--- config.mk ---
export PLATFORM = sky130hd
export DESIGN_NAME = vga_timing_gen
export DESIGN_NICKNAME = d
export VERILOG_FILES = /design/src/rtl/vga_pkg.sv /design/src/rtl/vga_axis_fsm.sv /design/src/rtl/vga_timing_gen.sv
export SDC_FILE = /design/constraint.sdc
export NUM_CORES = 1
export LEC_CHECK = 0
export ABC_AREA = 1
export BUFFER_PORTS_ARGS = -buffer_cell sky130_fd_sc_hd__buf_4
export CORE_MARGIN = 4
export CORE_UTILIZATION = 55
export DETAILED_ROUTE_END_ITERATION = 16
export GPL_TIMING_DRIVEN = 0
export PLACE_DENSITY = 0.78
export SLEW_MARGIN = 20
export SYNTH_ARGS = -nofsm -noshare
export SYNTH_HDL_FRONTEND = slang
export SYNTH_SLANG_ARGS = --single-unit
export TNS_END_PERCENT = 5
--- constraint.sdc ---
create_clock -name clk_i -period 2.05 [get_ports clk_i]
set_clock_uncertainty 0.1 [all_clocks]
set_input_delay 0.1025 -clock clk_i [delete_from_list [all_inputs] [get_ports clk_i]]
set_output_delay 0.1025 -clock clk_i [all_outputs]
set_load 0.05 [all_outputs]
--- src/rtl/vga_pkg.sv ---
// Shared types and 640x480@60 default timings for the VGA raster generator.
package vga_pkg;

  typedef enum logic [2:0] {S_IDLE, S_DISP, S_FP, S_SYNC, S_BP} axis_state_t;

  localparam int VGA_H_DISP = 640;
  localparam int VGA_H_FP   = 16;
  localparam int VGA_H_SYNC = 96;
  localparam int VGA_H_BP   = 48;
  localparam int VGA_V_DISP = 480;
  localparam int VGA_V_FP   = 10;
  localparam int VGA_V_SYNC = 2;
  localparam int VGA_V_BP   = 33;
  localparam int VGA_CNT_W  = 10;

  // Region of an axis counter; BP is whatever lies past sync.
  function automatic axis_state_t axis_decode(input int c, input int disp,
                                              input int fp, input int sync);
    if (c < disp)                 return S_DISP;
    else if (c < disp + fp)        return S_FP;
    else if (c < disp + fp + sync) return S_SYNC;
    return S_BP;
  endfunction

endpackage

--- src/rtl/vga_axis_fsm.sv ---
// One raster axis: counter, region state and sync level, all registered.
module vga_axis_fsm import vga_pkg::*; #(
  parameter int DISP  = VGA_H_DISP,
  parameter int FP    = VGA_H_FP,
  parameter int SYNC  = VGA_H_SYNC,
  parameter int BP    = VGA_H_BP,
  parameter bit POL   = 1'b0,
  parameter int CNT_W = VGA_CNT_W
) (
  input  logic             clk,
  input  logic             rst_n,
  input  logic             run,
  input  logic             adv,
  output logic [CNT_W-1:0] cnt,
  output logic [CNT_W-1:0] cnt_nxt,
  output axis_state_t      state,
  output logic             sync,
  output logic             wrap
);

  localparam int TOTAL = DISP + FP + SYNC + BP;
  localparam logic [CNT_W-1:0] LAST = CNT_W'(TOTAL - 1);

  if (DISP == 0 || FP == 0 || SYNC == 0 || BP == 0) begin : g_zero_chk
    $error("vga_axis_fsm: every timing width must be non-zero");
  end
  if (TOTAL - 1 > (2 ** CNT_W) - 1) begin : g_cnt_chk
    $error("vga_axis_fsm: period does not fit in CNT_W bits");
  end

  axis_state_t state_nxt;

  // wrap must not depend on run: the top derives run from it.
  assign wrap = adv && (state != S_IDLE) && (cnt == LAST);

  always_comb begin
    cnt_nxt = cnt;
    if (!run || state == S_IDLE) cnt_nxt = '0;
    else if (adv)                cnt_nxt = (cnt == LAST) ? '0 : cnt + CNT_W'(1);
    state_nxt = run ? axis_decode(int'(cnt_nxt), DISP, FP, SYNC) : S_IDLE;
  end

  always_ff @(posedge clk) begin
    if (!rst_n) begin
      cnt   <= '0;
      state <= S_IDLE;
      sync  <= ~POL;
    end else begin
      cnt   <= cnt_nxt;
      state <= state_nxt;
      sync  <= (state_nxt == S_SYNC) ? POL : ~POL;
    end
  end

endmodule

--- src/rtl/vga_timing_gen.sv ---
// VGA raster timing generator; line_o/frame_o pulses exist only when
// VGA_TIMING_PULSE_EN is defined.
module vga_timing_gen import vga_pkg::*; #(
  parameter int H_DISP = VGA_H_DISP,
  parameter int H_FP   = VGA_H_FP,
  parameter int H_SYNC = VGA_H_SYNC,
  parameter int H_BP   = VGA_H_BP,
  parameter int V_DISP = VGA_V_DISP,
  parameter int V_FP   = VGA_V_FP,
  parameter int V_SYNC = VGA_V_SYNC,
  parameter int V_BP   = VGA_V_BP,
  parameter bit H_POL  = 1'b0,
  parameter bit V_POL  = 1'b0,
  parameter int CNT_W  = VGA_CNT_W
) (
  input  logic             clk_i,
  input  logic             rst_ni,
  input  logic             str_i,
  input  logic             pix_en_i,
  output logic             busy_o,
  output logic             hs_o,
  output logic             vs_o,
  output logic             dsp_o,
  output logic [CNT_W-1:0] x_o,
  output logic [CNT_W-1:0] y_o
`ifdef VGA_TIMING_PULSE_EN
  ,
  output logic             line_o,
  output logic             frame_o
`endif
);

  logic             run, h_wrap, v_wrap, frame_end;
  logic [CNT_W-1:0] h_nxt, v_nxt;
  axis_state_t      h_state, v_state;

  assign frame_end = h_wrap && v_wrap;
  // str_i only matters when idle or at the end-of-frame double wrap.
  assign run = busy_o ? !(frame_end && !str_i) : str_i;

  vga_axis_fsm #(.DISP(H_DISP), .FP(H_FP), .SYNC(H_SYNC), .BP(H_BP),
                 .POL(H_POL), .CNT_W(CNT_W)) u_h (
    .clk(clk_i), .rst_n(rst_ni), .run(run), .adv(pix_en_i),
    .cnt(x_o), .cnt_nxt(h_nxt), .state(h_state), .sync(hs_o), .wrap(h_wrap)
  );

  vga_axis_fsm #(.DISP(V_DISP), .FP(V_FP), .SYNC(V_SYNC), .BP(V_BP),
                 .POL(V_POL), .CNT_W(CNT_W)) u_v (
    .clk(clk_i), .rst_n(rst_ni), .run(run), .adv(h_wrap),
    .cnt(y_o), .cnt_nxt(v_nxt), .state(v_state), .sync(vs_o), .wrap(v_wrap)
  );

  always_ff @(posedge clk_i) begin
    if (!rst_ni) begin
      busy_o <= 1'b0;
      dsp_o  <= 1'b0;
    end else begin
      busy_o <= run;
      dsp_o  <= run && (h_nxt < CNT_W'(H_DISP)) && (v_nxt < CNT_W'(V_DISP));
    end
  end

`ifdef VGA_TIMING_PULSE_EN
  // Pulses fire on the cycle the position becomes zero, including the start.
  always_ff @(posedge clk_i) begin
    if (!rst_ni) begin
      line_o  <= 1'b0;
      frame_o <= 1'b0;
    end else begin
      line_o  <= run && (!busy_o || h_wrap);
      frame_o <= run && (!busy_o || frame_end);
    end
  end
`endif

  a_axes_idle_together: assert property (@(posedge clk_i) disable iff (!rst_ni)
    (h_state == S_IDLE) == (v_state == S_IDLE));

endmodule

After elaboration in Yosys (flattened, before gate mapping)
Index checks and enable logic that the tools add are counted.

$add $sub $neg: 2. Magnitude comparators: 8. Eq/ne operators: 4. Muxes and demuxes: 25. Reduce and logical (&&, ||, !) cells: 17.

Operators by type and width (number): $mux W10 (6); $lt A10 B10 Y1 const B (4); $lt A10 B9 Y1 const B (4); $mux W3 (10); $add A10 B1 Y10 const B (2); $eq A10 B10 Y1 const B (2); $mux W1 (9); $logic_and A1 B1 Y1 (8); $eq A3 B2 Y1 const B (2); $logic_not A3 Y1 (2); $reduce_bool A3 Y1 (2); $logic_not A1 Y1 (3); $logic_or A1 B1 Y1 (2).

Register bits: 30. Input bits: 4. Output and inout bits: 24. Logic and storage cells: 64.

Depth between registers and ports, before layout
Gate-level depths: netlist of the first run.

Depth after elaboration: 20. Gate-level depth with buffers: 15. Mapped depth without buffers: 15.

Hierarchy
From an unflattened synthesis of the first run, not the netlist that was laid out.

Cells, all modules: 276. Area total of the unflattened synthesis: 1934.4 um^2.

Modules (own cells, without submodules): vga_axis_fsm (u_v) (instances 1, cells each 125, area an instance 919.6 um^2, seq. area each 280.3 um^2); vga_axis_fsm (u_h) (instances 1, cells each 134, area an instance 908.4 um^2, seq. area each 280.3 um^2); vga_timing_gen (instances 1, cells each 17, area an instance 106.4 um^2, seq. area each 40.0 um^2).

Worst setup path after synthesis of the first run
No wires, ideal clock.

Path type: flip-flop to flip-flop. From: reg u_v.cnt[0]. To: reg u_v.sync. Library setup time: 0.126 ns. Arrival time: 2.076 ns. Required time: 1.824 ns. Slack: -0.252 ns. Cell stages (with the launch flop): 15. Path buffers: 0. Period minus slack after synthesis: 2.302 ns. Cell sequence: dfxtp_1 ha_1 inv_1 nor2_2 nand2_1 nand2_1 nand2_1 nand2_1 o21ai_0 inv_1 nand3_2 nor2_2 nand2_2 nor2_4 nand4_1.

Word-level cells in the longest chain between the ends: 17. Elaborated cells on any way between the ends: 24. Those cells by class: 1 x add/sub; 3 x order compare; 2 x eq/ne; 12 x mux; 6 x reduce/logical.

RTL lines: start, declared (line vga_axis_fsm.sv:14) `output logic [CNT_W-1:0] cnt,`; start signal, assigned (line vga_axis_fsm.sv:49) `cnt <= cnt_nxt;`; branches (longest 14 deep; another with $add A10 B1 Y10); $mux W3 (*) (line vga_axis_fsm.sv:40) `state_nxt = run ? axis_decode(int'(cnt_nxt), DISP, FP, SYNC) : S_IDLE;`; $eq A3 B2 Y1 (*) (line vga_axis_fsm.sv:51) `sync <= (state_nxt == S_SYNC) ? POL : ~POL;`; $mux W1 (*) (line vga_axis_fsm.sv:51); end signal, assigned (line vga_axis_fsm.sv:47) `sync <= ~POL;`; end signal, assigned (line vga_axis_fsm.sv:51); end, declared (line vga_axis_fsm.sv:17) `output logic sync,`.

Mark *: on every way between the ends. A chain may end at the register's enable or synchronous reset.

Worst setup path after layout of the first run
From: reg u_h.cnt[1]. To: reg u_v.sync.

Word-level cells in the longest chain between the ends: 19. Elaborated cells on any way between the ends: 24. Those cells by class: 3 x order compare; 2 x eq/ne; 11 x mux; 8 x reduce/logical.

RTL lines: start, declared (line vga_axis_fsm.sv:14); start signal, assigned (line vga_axis_fsm.sv:49); $eq A10 B10 Y1 (*) (line vga_axis_fsm.sv:34) `assign wrap = adv && (state != S_IDLE) && (cnt == LAST);`; $logic_and A1 B1 Y1 (*) (line vga_axis_fsm.sv:34); $logic_and A1 B1 Y1 (2 in a row) (line vga_axis_fsm.sv:34); $logic_and A1 B1 Y1 (line vga_timing_gen.sv:37) `assign frame_end = h_wrap && v_wrap;`; $logic_and A1 B1 Y1 (line vga_timing_gen.sv:39) `assign run = busy_o ? !(frame_end && !str_i) : str_i;`; $logic_not A1 Y1 (line vga_timing_gen.sv:39); $mux W1 (line vga_timing_gen.sv:39); $logic_not A1 Y1 (line vga_axis_fsm.sv:38) `if (!run || state == S_IDLE) cnt_nxt = '0;`; (+2 left out); $lt A10 B9 Y1 (line vga_pkg.sv:21) `else if (c < disp + fp + sync) return S_SYNC;`; $mux W1 (line vga_pkg.sv:21); $mux W1 (line vga_pkg.sv:20) `else if (c < disp + fp) return S_FP;`; $mux W1 (line vga_pkg.sv:19) `if (c < disp) return S_DISP;`; $mux W3 (line vga_pkg.sv:22) `return S_BP;`; $mux W3 (*) (line vga_axis_fsm.sv:40); $eq A3 B2 Y1 (*) (line vga_axis_fsm.sv:51); $mux W1 (*) (line vga_axis_fsm.sv:51).

Every way passes the cells marked *; elsewhere a longest branch is shown, timed or not.

==> results by group, run 1 <==
Timing
  • Worst slew margin: 0.775
  • Setup repair after global routing missed its margin: true
  • Final max-slew violation count: 0
  • Worst-margin pin slew: 0.335 ns
  • Fin crit period: 2.03 ns
  • FMAX: 0.493 GHz
  • # setup viols final: 0
  • Part of the cycle the worst path needs: 0.989
  • Setup total negative slack: 0 ns
  • Hold_ws: 0.0599 ns
  • Final hold violation count: 0

Pwr
  • Clock share of power: 0.362
  • Pwr per Cell Area: 447 nW/µm²
  • Worst VDD drop: 409 µV
  • Net Sw Frac: 0.263
  • Seq pwr share: 0.560
  • Gate power share: 0.078
  • Leak: 1.15 nW
  • Int Pwr: 0.775 mW
  • Psw: 0.277 mW

Clocking
  • Reg clk slew, reported paths: 0.10 ns
  • Root Buffer Master: clkbuf_4
  • CTS Buf Count: 5
  • Worst-Skew Late Latency: 0.34 ns
  • TritonCTS clock tree: done
  • Max clock buf depth: 2
  • H-tree Lvls: 2
  • Clk sinks: 30

Logic synthesis
  • Syn Area/Cell: 6.48 µm²
  • Post-synthesis sequential area ratio: 0.325
  • Syn nets: 292
  • Mapped cell area: 1850 µm²
  • Cell variety after synth: 28
  • Synth warn: 0
  • FF+latch count, synth: 30
  • Synth Instances: 285

Layout
  • NumNets Final: 336
  • Finished Core Util: 0.754
  • Design area: 2360 µm²
  • Area Overhead vs Synth: 27.6%
  • Antenna diodes: 0
  • Share of cells above drive strength 1: 0.312
  • Fillcell total: 242

Setup path
  • CP Launch Type: flip-flop
  • Crit Path Max Fanout: 5
  • Crit path DAT: 2.16 ns
  • Worst Setup Path Type: reg -> reg
  • Worst EP required: 2.19 ns
  • CP Capture Type: flip-flop

Run status
  • Outcome: complete, no violations

GRT
  • Initial antenna violation count: 0
  • GRT overflow: 0
  • First-pass GRT wire length: 7440 µm
  • Largest net degree at the start of global routing: 11
  • Vias in the first global route: 1796
  • Total Routing Usage GR: 0.221

Drt
  • Initial drt markers: 156
  • Vias/cell: 5.22
  • Routed via count: 1954
  • Final ANT Viol Nets: 0
  • Routed Wire Length: 4630 µm
  • Residual DRC count: 0
  • Drt first pass iters: 4
  • Routed length per placed instance: 12.4 µm

Placed design
  • Port buffer count: 27
  • Placer congestion estimate: 0.903
  • Post-DP HPWL: 3310 µm
  • Placed instance area: 2120 µm²

Flow run
  • Max_cap viols: 0

Floorplan
  • Die Ht: 65.9 µm
  • Die footprint: 4350 µm²
  • IO Count: 28
  • Core area: 3130 µm²
  • Starting density of the core: 0.590
  • Std-Cell Rows: 20
  • Die W: 65.9 µm

Worst hold path
  • HP Class: in -> reg
==> critical path, cell delays in order (launching register included) <==
cell and delay [ns]:
dfxtp_4 0.38, ha_4 0.15, nand2_4 0.06, nor2_4 0.10, nand3_2 0.10, nor2_4 0.20
buf_6 0.15, nand4_2 0.08, nand2_2 0.11, nand3_2 0.11, nor2_4 0.14, nand2_2 0.07
nor2_4 0.11, nand4_1 0.07
==> cell usage after synthesis, drive strengths merged <==
| library cell | instances | area, µm² |
|---|---|---|
| inv | 47 | 176 |
| nand4 | 16 | 106 |
| xnor2 | 1 | 8.76 |
| o21ai | 6 | 30.0 |
| nor2 | 53 | 253 |
| nand2 | 82 | 340 |
| dfxtp | 30 | 601 |
| nand3 | 24 | 145 |
| ha | 3 | 37.5 |
| a21oi | 7 | 35.0 |
| xor2 | 3 | 26.3 |
| a21o | 1 | 7.51 |
| o211ai | 1 | 12.5 |
| nor3 | 6 | 35.0 |
| a22oi | 1 | 7.51 |
| clkinv | 2 | 7.51 |
| nor4 | 1 | 6.26 |
| buf | 1 | 11.3 |
==> layout by cell type (no fill, tap or decap), types with 2 or more instances in the layout <==
cell type,netlist,layout
xor2_1,3,2
clkbuf_4,0,5
nand2_4,1,3
nor2_2,6,7
nor2_1,43,40
nand2_2,10,12
nor2_4,3,5
nor3_1,5,5
dfxtp_4,0,3
ha_4,0,2
a21oi_1,7,7
buf_6,1,2
nand3_2,5,7
inv_2,6,7
dfxtp_2,0,6
dfxtp_1,30,21
o21ai_2,0,2
dlygate4sd3_1,0,2
o21ai_0,5,4
inv_1,41,40
nand3_1,19,17
nand2_1,71,67
nand4_1,15,15
clkinv_1,2,2
buf_4,0,34
==> registers in the layout, summed over array words and instances (netlist names) <==
name and flops:
u_v.state 3, u_v.cnt 10, u_h.state 3, dsp_o 1
u_v.sync 1, u_h.sync 1, busy_o 1, u_h.cnt 10
==> path summary, 6_finish.rpt <==
path              depth (start not counted)               endpoint                    start  slack, ns
setup reg to reg                         13    u_v.sync$_SDFF_PN1_  u_h.cnt[1]$_SDFFE_PP0P_       0.02
hold reg to reg                           2  u_v.cnt[3]$_SDFF_PN0_    u_v.cnt[3]$_SDFF_PN0_       0.46
setup / recovery                         13    u_v.sync$_SDFF_PN1_  u_h.cnt[1]$_SDFFE_PP0P_       0.02
hold / removal                            4    u_v.sync$_SDFF_PN1_                    str_i       0.06
==> cell type report <==
type	count	area [µm²]	area share
Buffer	1	11.3	0.00478
Clock buffer	6	51.3	0.0218
Clock inverter	2	11.3	0.00478
Inverter	49	184	0.0780
Multi-Input combinational cell	205	1140	0.483
Sequential cell	30	619	0.263
Tap cell	44	55.1	0.0234
Timing Repair Buffer	37	287	0.122
==> metal layers <==
metal / vias up / share of wire / global-route usage
met1: 902 / 0.42 / 0.249
met5: - / 0 / 0
met3: 11 / 0.053 / 0.0561
met4: 0 / 0.017 / 0.0787
met2: 56 / 0.51 / 0.399
li1: 985 / - / -
==> power groups by stage <==
| stage | logic (mW) | clock network, mW | registers [mW] |
|---|---|---|---|
| CTS | 0.0741 | 0.397 | 0.588 |
| global placement | 0.0714 | 0 | 0.602 |
| finish | 0.0821 | 0.381 | 0.589 |
| floorplan | 0.0378 | 0 | 0.614 |
| global route | 0.0902 | 0.430 | 0.590 |
| detailed placement | 0.0724 | 0 | 0.602 |
==> kinds of logic after synthesis <==
| kind of cell | share of synthesized area |
|---|---|
| buffers and inverters | 0.106 |
| AO/OA/AOI/OAI | 0.0501 |
| XOR/XNOR | 0.0190 |
| flip-flops | 0.325 |
| adder cells (fa/ha/maj) | 0.0203 |
| AND/OR/NAND/NOR | 0.480 |
==> per-stage QoR <==
| stage | instances | worst slack [ns] | total power, mW |
|---|---|---|---|
| finish | 374 | 0.0235 | 1.05 |
| global route | 374 | -0.0916 | 1.11 |
| CTS | 370 | -0.00611 | 1.06 |
| detailed placement | 356 | -0.0313 | 0.674 |
| global placement | 356 | -0.0126 | 0.673 |
| floorplan | 285 | 0.00995 | 0.651 |
==> timing repair <==
item | 4_1_cts | 5_1_grt
hold endpoints to repair | 2 | 2
hold buffers | 1 | 1
cloned | 0 | 1
resized for setup | 1 | 24
pin swaps | 2 | 10
setup buffers | 5 | 2
endpoints found under the setup margin | 6 | 24
Note: power is estimated with default switching activity, not from simulation.
==> inputs of run 2 (changes only) <==
==> constraint.sdc (replaced) <==
create_clock -name clk_i -period 2.55 [get_ports clk_i]
set_clock_uncertainty 0.1 [all_clocks]
set_input_delay 0.1275 -clock clk_i [delete_from_list [all_inputs] [get_ports clk_i]]
set_output_delay 0.1275 -clock clk_i [all_outputs]
set_load 0.05 [all_outputs]
==> results by group, run 2 (same netlist as run 1, synthesis figures left out) <==
Layout
  • Most common cell after layout, fill and taps aside: nand2_1
  • NumNets Final: 326 (-3.0%)
  • Share of cells above drive strength 1: 0.222 (-0.0902)
  • Area Overhead vs Synth: 17.4%
  • Top Registers: u_h.cnt: 10 flops, u_v.cnt: 10 flops
  • Antenna diodes: 0 (unchanged)
  • Most frequent cells in the layout: nand2_1 (71), nor2_1 (43), inv_1 (41)

Pwr
  • Total Power: 0.849 mW (-19%)
  • Leak: 1.08 nW (-6.7%)
  • Psw: 0.227 mW (-18%)
  • Clock share of power: 0.372 (+0.010)
  • Worst VDD drop: 387 µV (-5.5%)
  • Int Pwr: 0.622 mW (-20%)
  • Gate power share: 0.068 (-0.010)
  • Pwr per Cell Area: 392 nW/µm² (-12%)
  • Net Sw Frac: 0.268 (+0.00435)
  • Seq pwr share: 0.560 (about the same)

GRT
  • Largest net degree at the start of global routing: 11 (unchanged)
  • GRT overflow: 0 (unchanged)
  • First-pass GRT wire length: 7100 µm (-4.5%)
  • Vias in the first global route: 1725 (-4.0%)
  • Initial antenna violation count: 0 (unchanged)
  • Total Routing Usage GR: 0.210 (-0.0106)

Clocking
  • TritonCTS clock tree: done
  • CTS hold repair buffers: 0 (-1)
  • CTS Buf Count: 5 (unchanged)
  • H-tree Lvls: 2 (unchanged)
  • Postcts setup bufs: 0 (-5)
  • Root Buffer Master: clkbuf_4
  • Max clock buf depth: 2 (unchanged)
  • Post-cts sizing count: 0 (-1)
  • Reg clk slew, reported paths: 0.10 ns (about the same)
  • Worst-Skew Late Latency: 0.34 ns (about the same)
  • Clk sinks: 30 (unchanged)

Placed design
  • Pre-CTS WS: 0.341 ns (+0.372 ns)
  • Post-DP HPWL: 3220 µm (-2.7%)
  • Port buffer count: 27 (unchanged)
  • Placer congestion estimate: 0.907 (+0.40%)

Setup path
  • Worst Setup SP: u_v.cnt[0]$_SDFFE_PP0N_
  • Crit Path Max Fanout: 9 (+4)
  • R2R Path Start: u_v.cnt[0]$_SDFFE_PP0N_
  • Register-to-register setup slack: 0.30 ns (+0.28 ns)
  • CP Capture Type: flip-flop
  • CP Launch Type: flip-flop
  • Worst Setup Path Type: reg -> reg
  • Worst EP required: 2.68 ns (+0.49 ns)
  • Worst r2r dst: u_v.sync$_SDFF_PN1_
  • Crit path DAT: 2.38 ns (+0.22 ns)
  • Cell count of the worst reg-to-reg path: 14 (+1)
  • Critical path destination: u_v.sync$_SDFF_PN1_

Worst hold path
  • HP Class: in -> reg

Floorplan
  • IO Count: 28 (unchanged)
  • Starting density of the core: 0.590 (unchanged)
  • Std-Cell Rows: 20 (unchanged)
  • Die footprint: 4350 µm² (unchanged)
  • Core area: 3130 µm² (unchanged)
  • Die Ht: 65.9 µm (unchanged)
  • Die W: 65.9 µm (unchanged)

Timing
  • Final WS setup: 0.303 ns (+0.280 ns)
  • Final hold violation count: 0 (unchanged)
  • Fin crit period: 2.25 ns (+0.220 ns)
  • Worst slew margin: 0.759 (-0.0153)
  • Setup total negative slack: 0 ns (unchanged)
  • FMAX: 0.445 GHz (-9.8%)
  • Worst-margin pin slew: 0.360 ns (+0.0247 ns)
  • Setup repair after global routing missed its margin: false
  • # setup viols final: 0 (unchanged)
  • Part of the cycle the worst path needs: 0.881 (-0.108)
  • Final max-slew violation count: 0 (unchanged)

Drt
  • Drt first pass iters: 4 (unchanged)
  • Routed Wire Length: 4230 µm (-8.8%)
  • Vias/cell: 5.06 (-3.2%)
  • Routed length per placed instance: 11.6 µm (-6.3%)
  • Final ANT Viol Nets: 0 (unchanged)
  • Residual DRC count: 0 (unchanged)
  • Routed via count: 1841 (-5.8%)
  • Initial drt markers: 112 (-28%)

Flow run
  • Max_cap viols: 0 (unchanged)

Run status
  • Outcome: complete, no violations
## run 2: cell count changes in the layout (fill, tap and decap cells not counted), moves of 3 or more
cell and change:
dfxtp_4 -3, dfxtp_1 +9, buf_4 -7, nand2_1 +4, dfxtp_2 -6, nor2_1 +3
## run 2: area by class of cell
type                            count  area [µm²]
Multi-Input combinational cell    205        1050
Sequential cell                    30         601
Fill cell                         285         960
Tap cell                           44        55.1
Buffer                              1        11.3
Clock buffer                        6        51.3
Clock inverter                      2        12.5
Inverter                           49         184
Timing Repair Buffer               27         203
## run 2: worst max-delay path: stages (launching register included)
cell	delay, ns
dfxtp_1	0.52
ha_1	0.37
inv_1	0.09
nor2_2	0.19
nand2_1	0.08
nand2_1	0.06
nand2_1	0.04
nand2_1	0.05
o21ai_0	0.09
inv_1	0.10
nand3_2	0.08
nor2_2	0.13
nand2_2	0.08
nor2_4	0.09
nand4_1	0.07
## run 2: worst min path at each step
stage / startpoint / to / cells after the start
after global placement: pix_en_i / u_h.cnt[0]$_SDFFE_PP0P_ / 4
after global routing: pix_en_i / u_h.cnt[0]$_SDFFE_PP0P_ / 4
after floorplan: rst_ni / u_h.cnt[0]$_SDFFE_PP0P_ / 2
final: pix_en_i / u_h.cnt[0]$_SDFFE_PP0P_ / 4
after CTS: pix_en_i / u_h.cnt[0]$_SDFFE_PP0P_ / 4
after detailed placement: pix_en_i / u_h.cnt[2]$_SDFFE_PP0P_ / 3
## run 2: power by group through the flow
stage / Clock, mW / Combinational [mW] / Sequential (mW)
2_1_floorplan: 0 / 0.0304 / 0.496
3_3_place_gp: 0 / 0.0572 / 0.487
3_5_place_dp: 0 / 0.0578 / 0.487
4_1_cts: 0.326 / 0.0579 / 0.476
5_1_grt: 0.347 / 0.0647 / 0.477
6_report: 0.316 / 0.0578 / 0.476
## run 2: metrics by stage
step                hold WS [ns]  cell area [µm²]   util  cells
global placement           0.372             2100  0.673    356
floorplan                  0.192             1850      -    285
global route              0.0313             2170  0.693    364
finish                    0.0168             2170  0.693    364
CTS                      0.00520             2170  0.693    364
detailed placement         0.373             2100  0.673    356
## run 2: per-layer routing
layer | GRT usage | up-vias | part of all wire
met5 | 0 | - | 0
met4 | 0.0888 | 0 | 0.018
met3 | 0.0527 | 9 | 0.045
met2 | 0.379 | 36 | 0.48
met1 | 0.232 | 829 | 0.45
li1 | - | 967 | -
